[src/rtl/anita3_event_readout.sv]
// Event header readout: queues completed-event buffer numbers, reads each buffer's
// header words from the header RAM, streams them out over valid/ready, then
// pulses a one-hot clear so the hold logic can release the buffer.
module anita3_event_readout #(
  parameter int unsigned NUM_WORDS   = 22,
  parameter int unsigned QUEUE_DEPTH = 4
) (
  input  logic        clk33_i,
  input  logic        rst_i,
  input  logic        event_done_i,
  input  logic [1:0]  event_buffer_i,
  output logic [7:0]  ram_addr_o,
  output logic        ram_rd_o,
  input  logic [15:0] ram_dat_i,
  output logic [15:0] dat_o,
  output logic        valid_o,
  output logic        last_o,
  input  logic        ready_i,
  output logic [3:0]  buffer_clear_o,
  output logic [2:0]  pending_o,
  output logic        overflow_o
);

  localparam int unsigned PtrW = (QUEUE_DEPTH > 1) ? $clog2(QUEUE_DEPTH) : 1;
  localparam logic [2:0] Depth = 3'(QUEUE_DEPTH);
  localparam logic [PtrW-1:0] LastPtr = PtrW'(QUEUE_DEPTH - 1);
  localparam logic [5:0] LastWord = 6'(NUM_WORDS - 1);

  typedef enum logic [2:0] {StIdle, StFetch, StCapture, StOut, StClear} state_t;

  state_t          state;
  logic [5:0]      word;
  logic [1:0]      queue [QUEUE_DEPTH];
  logic [PtrW-1:0] wr_ptr;
  logic [PtrW-1:0] rd_ptr;
  logic [2:0]      count;
  logic [1:0]      head;
  logic            full;
  logic            push;
  logic            pop;

  assign head       = queue[rd_ptr];
  assign full       = (count == Depth);
  // The head leaves on the CLEAR cycle, so a push in that cycle always has room.
  assign pop        = (state == StClear);
  assign push       = event_done_i && (!full || pop);
  assign pending_o  = count;
  assign ram_addr_o = {head, word};

  // Pending-event FIFO and sticky overflow flag.
  always_ff @(posedge clk33_i) begin
    if (rst_i) begin
      for (int unsigned i = 0; i < QUEUE_DEPTH; i++) begin
        queue[i] <= 2'b00;
      end
      wr_ptr     <= '0;
      rd_ptr     <= '0;
      count      <= 3'd0;
      overflow_o <= 1'b0;
    end else begin
      if (push) begin
        queue[wr_ptr] <= event_buffer_i;
        wr_ptr        <= (wr_ptr == LastPtr) ? '0 : wr_ptr + 1'b1;
      end
      if (pop) begin
        rd_ptr <= (rd_ptr == LastPtr) ? '0 : rd_ptr + 1'b1;
      end
      if (push && !pop) begin
        count <= count + 3'd1;
      end else if (pop && !push) begin
        count <= count - 3'd1;
      end
      if (event_done_i && full && !pop) begin
        overflow_o <= 1'b1;
      end
    end
  end

  // Readout FSM; every output is registered, so strobes are set on entry to their state.
  always_ff @(posedge clk33_i) begin
    if (rst_i) begin
      state          <= StIdle;
      word           <= 6'd0;
      dat_o          <= 16'h0000;
      valid_o        <= 1'b0;
      last_o         <= 1'b0;
      ram_rd_o       <= 1'b0;
      buffer_clear_o <= 4'b0000;
    end else begin
      ram_rd_o       <= 1'b0;
      buffer_clear_o <= 4'b0000;
      case (state)
        StIdle: begin
          word <= 6'd0;
          if (count != 3'd0) begin
            state    <= StFetch;
            ram_rd_o <= 1'b1;
          end
        end
        StFetch: begin
          state <= StCapture;
        end
        StCapture: begin
          dat_o   <= ram_dat_i;
          valid_o <= 1'b1;
          last_o  <= (word == LastWord);
          state   <= StOut;
        end
        StOut: begin
          if (ready_i) begin
            valid_o <= 1'b0;
            last_o  <= 1'b0;
            if (word == LastWord) begin
              state          <= StClear;
              buffer_clear_o <= 4'b0001 << head;
            end else begin
              word     <= word + 6'd1;
              state    <= StFetch;
              ram_rd_o <= 1'b1;
            end
          end
        end
        StClear: begin
          state <= StIdle;
        end
        default: begin
          state <= StIdle;
        end
      endcase
    end
  end

endmodule

[config.mk]
export PLATFORM = sky130hd
export DESIGN_NAME = anita3_event_readout
export DESIGN_NICKNAME = d
export VERILOG_FILES = /design/src/rtl/anita3_event_readout.sv
export SDC_FILE = /design/constraint.sdc
export NUM_CORES = 1
export LEC_CHECK = 0
export CAP_MARGIN = 25
export CORE_MARGIN = 2
export CORE_UTILIZATION = 43
export DETAILED_ROUTE_END_ITERATION = 12
export HOLD_SLACK_MARGIN = 0.15
export PLACE_DENSITY = 0.75
export REMOVE_ABC_BUFFERS = 1
export SYNTH_ARGS = -nofsm -noshare
export SYNTH_HDL_FRONTEND = slang
export SYNTH_SLANG_ARGS = --single-unit
[constraint.sdc]
create_clock -name clk33_i -period 2.6 [get_ports clk33_i]
set_clock_uncertainty 0.05 [all_clocks]
set_input_delay 0.65 -clock clk33_i [delete_from_list [all_inputs] [get_ports clk33_i]]
set_output_delay 0.65 -clock clk33_i [all_outputs]
set_load 0.05 [all_outputs]
==> impl_results.md, run 1 <==
- # diodes: 0
- Distinct cell type count after synthesis: 44
- Initial antenna violation count: 0
- Number of buffers and inverters on the critical path: 4
- Crit Path Class: primary input to register
- Crit path DAT: ~2.7 ns
- Largest net degree at the start of global routing: 19
- Startpoint Class: primary input
- Peak supply drop: around 0.46 mV
- Setup WS post-layout: approximately 0.13 ns
- Hold_buf cts: 0
- Clk sinks: 50
- Vias in the first global route: around 1600
- Initial core utilization: 0.445
- Met2 usage: 0.290
- Data required time of the worst path: 2.78 ns
- Share of cells above drive strength 1: 0.102
- Top_reg_cell synth: dfxtp_1
- Tmin final: roughly 2.5 ns
- CTS resizes: 2
- GRT met1 Usage: 0.203
- First-pass GRT wire length: 7200 um
- Clock tree buffer depth: 2
- # IOs: 57
- YS warnings: 0
- Placed insts: 330
- Final hold violation count: 0
- Chip Width: between 70 and 80 um
- GR Util All Layers: 0.173
- Nets: just over 300
- Crit share post-route: 0.948
- IO Port Bufs: between 50 and 60
- Via count: approximately 1700
- 1st-pass router iterations: 4
- Crit path top cell by count: inv_1
- Pre-CTS setup slack: -0.167 ns
- Status: finished clean
- Seq cells post-synth: 50
- Critical path's slowest cell: clkdlybuf4s50_1
- Placed cell areas: ~0.0027 sq mm
- Ys async rst share: 0
- Antenna Nets Post-Route: 0
- DR vias/cell: 5.17
- WHS: 0.406 ns
- Slew Limit Fails: 0
- Placement row count: 25
- Crit. End Element: register
- R2r setup slk: around 0.22 ns
- Busiest grt layer: met2
- PD cells: 708 mW/mm^2
- Core Area: roughly 0.0047 sq mm
- Gr ovfl total: 0
- Drt initial violations: 58
- Clock transition at path regs: about 0.090 ns
- Utilization after layout: 0.600
- Worst slew pin tran: between 0.5 and 0.6 ns
- Sequential-to-total area share from yosys stat: 0.518
- Post-CTS setup buffer count: 0
- CP max FO: 2
- RSZ-0062 raised after global routing: false
- Chip Height: approximately 74 um
- Residual DRC: 0
- Routed WL: between 4000 and 5000 um
- Final Setup Violations: 0
- CTS tree: built
- Cts bufs inserted: 5
- CP top delay family: buffers and inverters
- Post-Syn Area per Cell: ~9.4 sq um
- Post-route insts no fill: 338
- Met3 usage: 0.0576
- H-tree levels: 2
- Critical path, cell by cell: clkdlybuf4s50_1, inv_1, a31o_4, inv_2, ha_1, inv_1, fa_1, xor2_1, or3_1, a21oi_1
- Max-Cap Viols: 0
- Relative slew slack: 0.654
- Post-route cell area: between 0.002 and 0.003 sq mm
- GPL Wtd Cong: between 0.8 and 0.9
- Netlist Area Pre-Place: around 0.0021 sq mm
- Crit-path max cell delay: 0.48 ns
- Syn Inst Count: 221
- Worst-Skew Late Latency: ~0.30 ns
- Min-Delay Path Class: register to register
- Die area: between 0.005 and 0.006 sq mm
- Overall power: 1.99 mW
- Number of synthesized flops with an enable pin: 8
- Setup TNS: 0 ns
- Fmax achieved: just over 0.4 GHz
- Lkg Pwr: between 1 and 1.5 nW
- Hpwl dp: 3140 um
- WL/cell: around 13 um
- P&R area growth vs syn: 35.0%
- Root Driver: clkbuf_8
path summary, 6_finish.rpt:
check / start / end / cells past startpoint
min reg2reg: dat_o[3] / dat_o[3] / 2
max: event_done_i / pending_o[2] / 10
min: dat_o[3] / dat_o[3] / 2
max reg2reg: state[0] / pending_o[2] / 9
cell usage in the layout, fill, tap and decap left out, drive strengths merged, types with 7 or more instances in the layout:
cell type      count
inv                8
nor2              22
nor3               7
nand2             42
buf               11
dfxtp             42
clkdlybuf4s50     54
a21oi             25
edfxtp             8
clkbuf             7
logic make-up (layout without fill, tap and decap cells):
group,after synthesis,after routing,share of synthesized area
multiplexers,6,6,0.0408
AND/OR/NAND/NOR,95,95,0.218
AO/OA/AOI/OAI,41,41,0.124
buffers and inverters,20,83,0.0474
adder cells (fa/ha/maj),6,6,0.0396
XOR/XNOR,3,3,0.0126
flip-flops,50,50,0.518
metal layers:
metal	share of wire	vias to the layer above
met5	0	-
met4	0.014	0
met3	0.080	4
met2	0.47	64
met1	0.44	800
li1	-	881
synthesized netlist by cell type, types with 3 or more instances:
library cell | instances | area share
dfxtp_1 | 42 | 0.40
nand2_1 | 42 | 0.076
a21oi_1 | 24 | 0.058
nor2_1 | 22 | 0.040
edfxtp_1 | 8 | 0.12
clkbuf_1 | 7 | 0.013
inv_1 | 7 | 0.013
nor3_1 | 7 | 0.017
ha_1 | 5 | 0.030
nand3_1 | 5 | 0.012
mux2i_1 | 4 | 0.019
nand2b_1 | 3 | 0.0090
registers in the layout, summed over array words and instances (netlist names), named ones only:
signal / cells
last_o: 1
state: 3
ram_rd_o: 1
wr_ptr: 2
dat_o: 16
buffer_clear_o: 4
valid_o: 1
overflow_o: 1
rd_ptr: 2
queue: 8
pending_o: 3
word: 6
final cells by class:
type,count,area [sq um]
timing repair buffer,67,641
clock inverter,1,5.00
inverter,8,30.0
tap,54,67.6
sequential,50,1080
multi-input combinational,151,906
clock buffer,7,86.3
fill,436,1880
worst min-delay path: cells and delay by family (launching register included):
kind               cells  cell delay (ns)
and+or+nand+nor        1             0.05
AOI/OAI and AO/OA      1             0.05
DFF                    1             0.32
where the power goes:
group	leakage (nW)	internal, mW	total (mW)	switching (mW)
clock	0.0482	0.215	0.457	0.242
combinational	0.590	0.235	0.624	0.389
sequential	0.425	0.859	0.912	0.0522
Note: power is estimated with default switching activity, not from simulation.
==> inputs of run 2 (changes only) <==
--- a/config.mk
+++ b/config.mk
@@ -12,6 +12,7 @@
 export HOLD_SLACK_MARGIN = 0.15
 export PLACE_DENSITY = 0.75
 export REMOVE_ABC_BUFFERS = 1
+export SKIP_CTS_REPAIR_TIMING = 1
 export SYNTH_ARGS = -nofsm -noshare
 export SYNTH_HDL_FRONTEND = slang
 export SYNTH_SLANG_ARGS = --single-unit
==> run 2 against run 1 <==
Combinational power is essentially flat. Routed wire length is the same. Utilization grew 0.16 points. First-iteration DRC count grew 10%. Power is essentially flat. Critical path depth is the same. Sequential share of layout area shrank 0.10 points. Flip-flop and latch count is the same. Setup slack is essentially flat. Maximum frequency is essentially flat. Clock power is essentially flat.
==> impl_results.md, run 2 (synthesis results as in run 1) <==
- Clock tree buffer depth: 2 (unchanged)
- Hpwl dp: 3140 um (unchanged)
- Largest net degree at the start of global routing: 19 (unchanged)
- Crit share post-route: 0.948 (about the same)
- 1st-pass router iterations: 4 (unchanged)
- Commonest cells after routing, fill and taps aside: clkdlybuf4s50_1 (54), nand2_1 (42), dfxtp_1 (42) (unchanged)
- Critical path, cell by cell: clkdlybuf4s50_1, inv_1, a31o_4, inv_2, ha_1, inv_1, fa_1, xor2_1, or3_1, a21oi_1 (unchanged)
- Final Setup Violations: 0 (unchanged)
- GR Util All Layers: 0.173 (unchanged)
- Slew Limit Fails: 0 (unchanged)
- DR vias/cell: 5.17 (about the same)
- PD cells: 706 mW/mm^2 (was 708 mW/mm^2)
- Initial core utilization: 0.445 (unchanged)
- Share of cells above drive strength 1: 0.102 (unchanged)
- Reg2reg end: pending_o[2] (unchanged)
- GPL Wtd Cong: 0.800 (unchanged)
- Crit path top cell by count: inv_1 (unchanged)
- # diodes: 0 (unchanged)
- Fillers: 439 (was 436)
- Area of the multi-input gates: 906 sq um (unchanged)
- Gr ovfl total: 0 (unchanged)
- Root Driver: clkbuf_8 (unchanged)
- R2r setup slk: 0.22 ns (about the same)
- Crit Path Class: primary input to register (unchanged)
- Worst-Skew Late Latency: 0.30 ns (about the same)
- Commonest non-fill, non-tap cell in the layout: clkdlybuf4s50_1 (unchanged)
- Antenna Nets Post-Route: 0 (unchanged)
- Min-Delay Path Class: register to register (unchanged)
- Initial antenna violation count: 0 (unchanged)
- Logic pwr share: 0.314 (was 0.313)
- Die area: 0.00542 sq mm (unchanged)
- Worst slew pin tran: 0.518 ns (about the same)
- Reg with most FFs: dat_o (unchanged)
- Switching pwr: 0.681 mW (was 0.683 mW)
- CP max FO: 2 (unchanged)
- Data required time of the worst path: 2.78 ns (about the same)
- Chip Width: 73.6 um (unchanged)
- Max FFs per register: 16 (unchanged)
- IO Port Bufs: 56 (unchanged)
- Vias in the first global route: 1621 (unchanged)
- Hold path start: dat_o[3] (unchanged)
- Via count: 1748 (was 1749)
- Crit-path max cell delay: 0.48 ns (about the same)
- Clock transition at path regs: 0.09 ns (about the same)
- Routed WL: 4390 um (unchanged)
- WHS Endpoint: dat_o[3] (unchanged)
- Crit. End Element: register (unchanged)
- Lkg Pwr: 1.08 nW (was 1.06 nW)
- Crit path DAT: 2.65 ns (about the same)
- Cts bufs inserted: 5 (unchanged)
- CP top delay family: buffers and inverters (unchanged)
- # IOs: 57 (unchanged)
- Worst Hold Depth: 2 (unchanged)
- Worst r2r src: state[0] (unchanged)
- Residual DRC: 0 (unchanged)
- Reg power frac: 0.457 (was 0.458)
- Setup TNS: 0 ns (unchanged)
- Clock Power Share: 0.228 (was 0.229)
- Critical path's slowest cell: clkdlybuf4s50_1 (unchanged)
- Peak supply drop: 0.460 mV (was 0.461 mV)
- Tmin final: 2.47 ns (about the same)
- Post-route cell area: 0.00282 sq mm (about the same)
- Final hold violation count: 0 (unchanged)
- Number of buffers and inverters on the critical path: 4 (unchanged)
- Sw Share: 0.342 (was 0.343)
- WL/cell: 13.0 um (unchanged)
- Startpoint Class: primary input (unchanged)
- Largest regs: dat_o: 16 flops, queue: 8 flops, word: 6 flops (unchanged)
- Nets: 311 (unchanged)
- Placement row count: 25 (unchanged)
- Internal power: 1.31 mW (about the same)
- RSZ-0062 raised after global routing: false (unchanged)
- Reg2reg path depth: 9 (unchanged)
- Fmax achieved: 0.406 GHz (about the same)
- Clk sinks: 50 (unchanged)
- First-pass GRT wire length: 7200 um (unchanged)
- Status: finished clean (unchanged)
- Core Area: 0.00469 sq mm (unchanged)
- Max-Cap Viols: 0 (unchanged)
- Placed cell areas: 0.00273 sq mm (unchanged)
- Relative slew slack: 0.654 (about the same)
- Drt initial violations: 64 (was 58)
- P&R area growth vs syn: 35.4% (was 35.0%)
- Register area: 0.00108 sq mm (unchanged)
- CTS tree: built (unchanged)
- H-tree levels: 2 (unchanged)
- Chip Height: 73.6 um (unchanged)
## run 2: worst max-delay path by stage
stage,start,endpoint,slack [ns],depth (start not counted)
after floorplan,pending_o[0],pending_o[2],0.08,9
after global routing,event_done_i,pending_o[2],0.06,10
final,event_done_i,pending_o[2],0.13,10
after global placement,event_done_i,pending_o[2],-0.07,10
after CTS,register,ram_addr_o[6],-0.08,2
after detailed placement,event_done_i,pending_o[2],-0.17,10
## run 2: cell type report
class,count,area share
Sequential cell,50,0.383
Multi-Input combinational cell,151,0.321
Timing Repair Buffer,67,0.230
Clock buffer,7,0.0306
Tap cell,54,0.0239
Inverter,8,0.0106
Clock inverter,1,0.00177
## run 2: tightest hold or removal path, cell delays in order (launching register included)
cell and delay, ns:
dfxtp_1 0.32, nand2_1 0.05, a21oi_1 0.05
## run 2: routing by layer
metal	GRT usage	up-vias	wire, um	share of wire
met5	0	-	0	0
met2	0.290	63	2060	0.47
li1	-	878	-	-
met4	0.0667	0	61	0.014
met3	0.0576	4	340	0.077
met1	0.203	803	1930	0.44
## run 2: power by group through the flow
stage               logic [mW]  registers [mW]  clock network [mW]
floorplan                0.217            1.11                   0
global placement         0.614           0.928                   0
detailed placement       0.628           0.931                   0
CTS                      0.631           0.913               0.467
global route             0.679           0.922               0.501
finish                   0.626           0.912               0.455
## run 2: per-stage QoR
step,cells,setup WS (ns),utilization,hold WS [ns],power [mW]
4_1_cts,338,-0.0848,0.601,0.409,2.01
3_5_place_dp,330,-0.167,0.581,0.397,1.56
2_1_floorplan,209,0.0808,-,0.445,1.32
5_1_grt,338,0.0612,0.602,0.432,2.10
6_report,338,0.135,0.602,0.406,1.99
3_3_place_gp,330,-0.0737,0.581,0.392,1.54
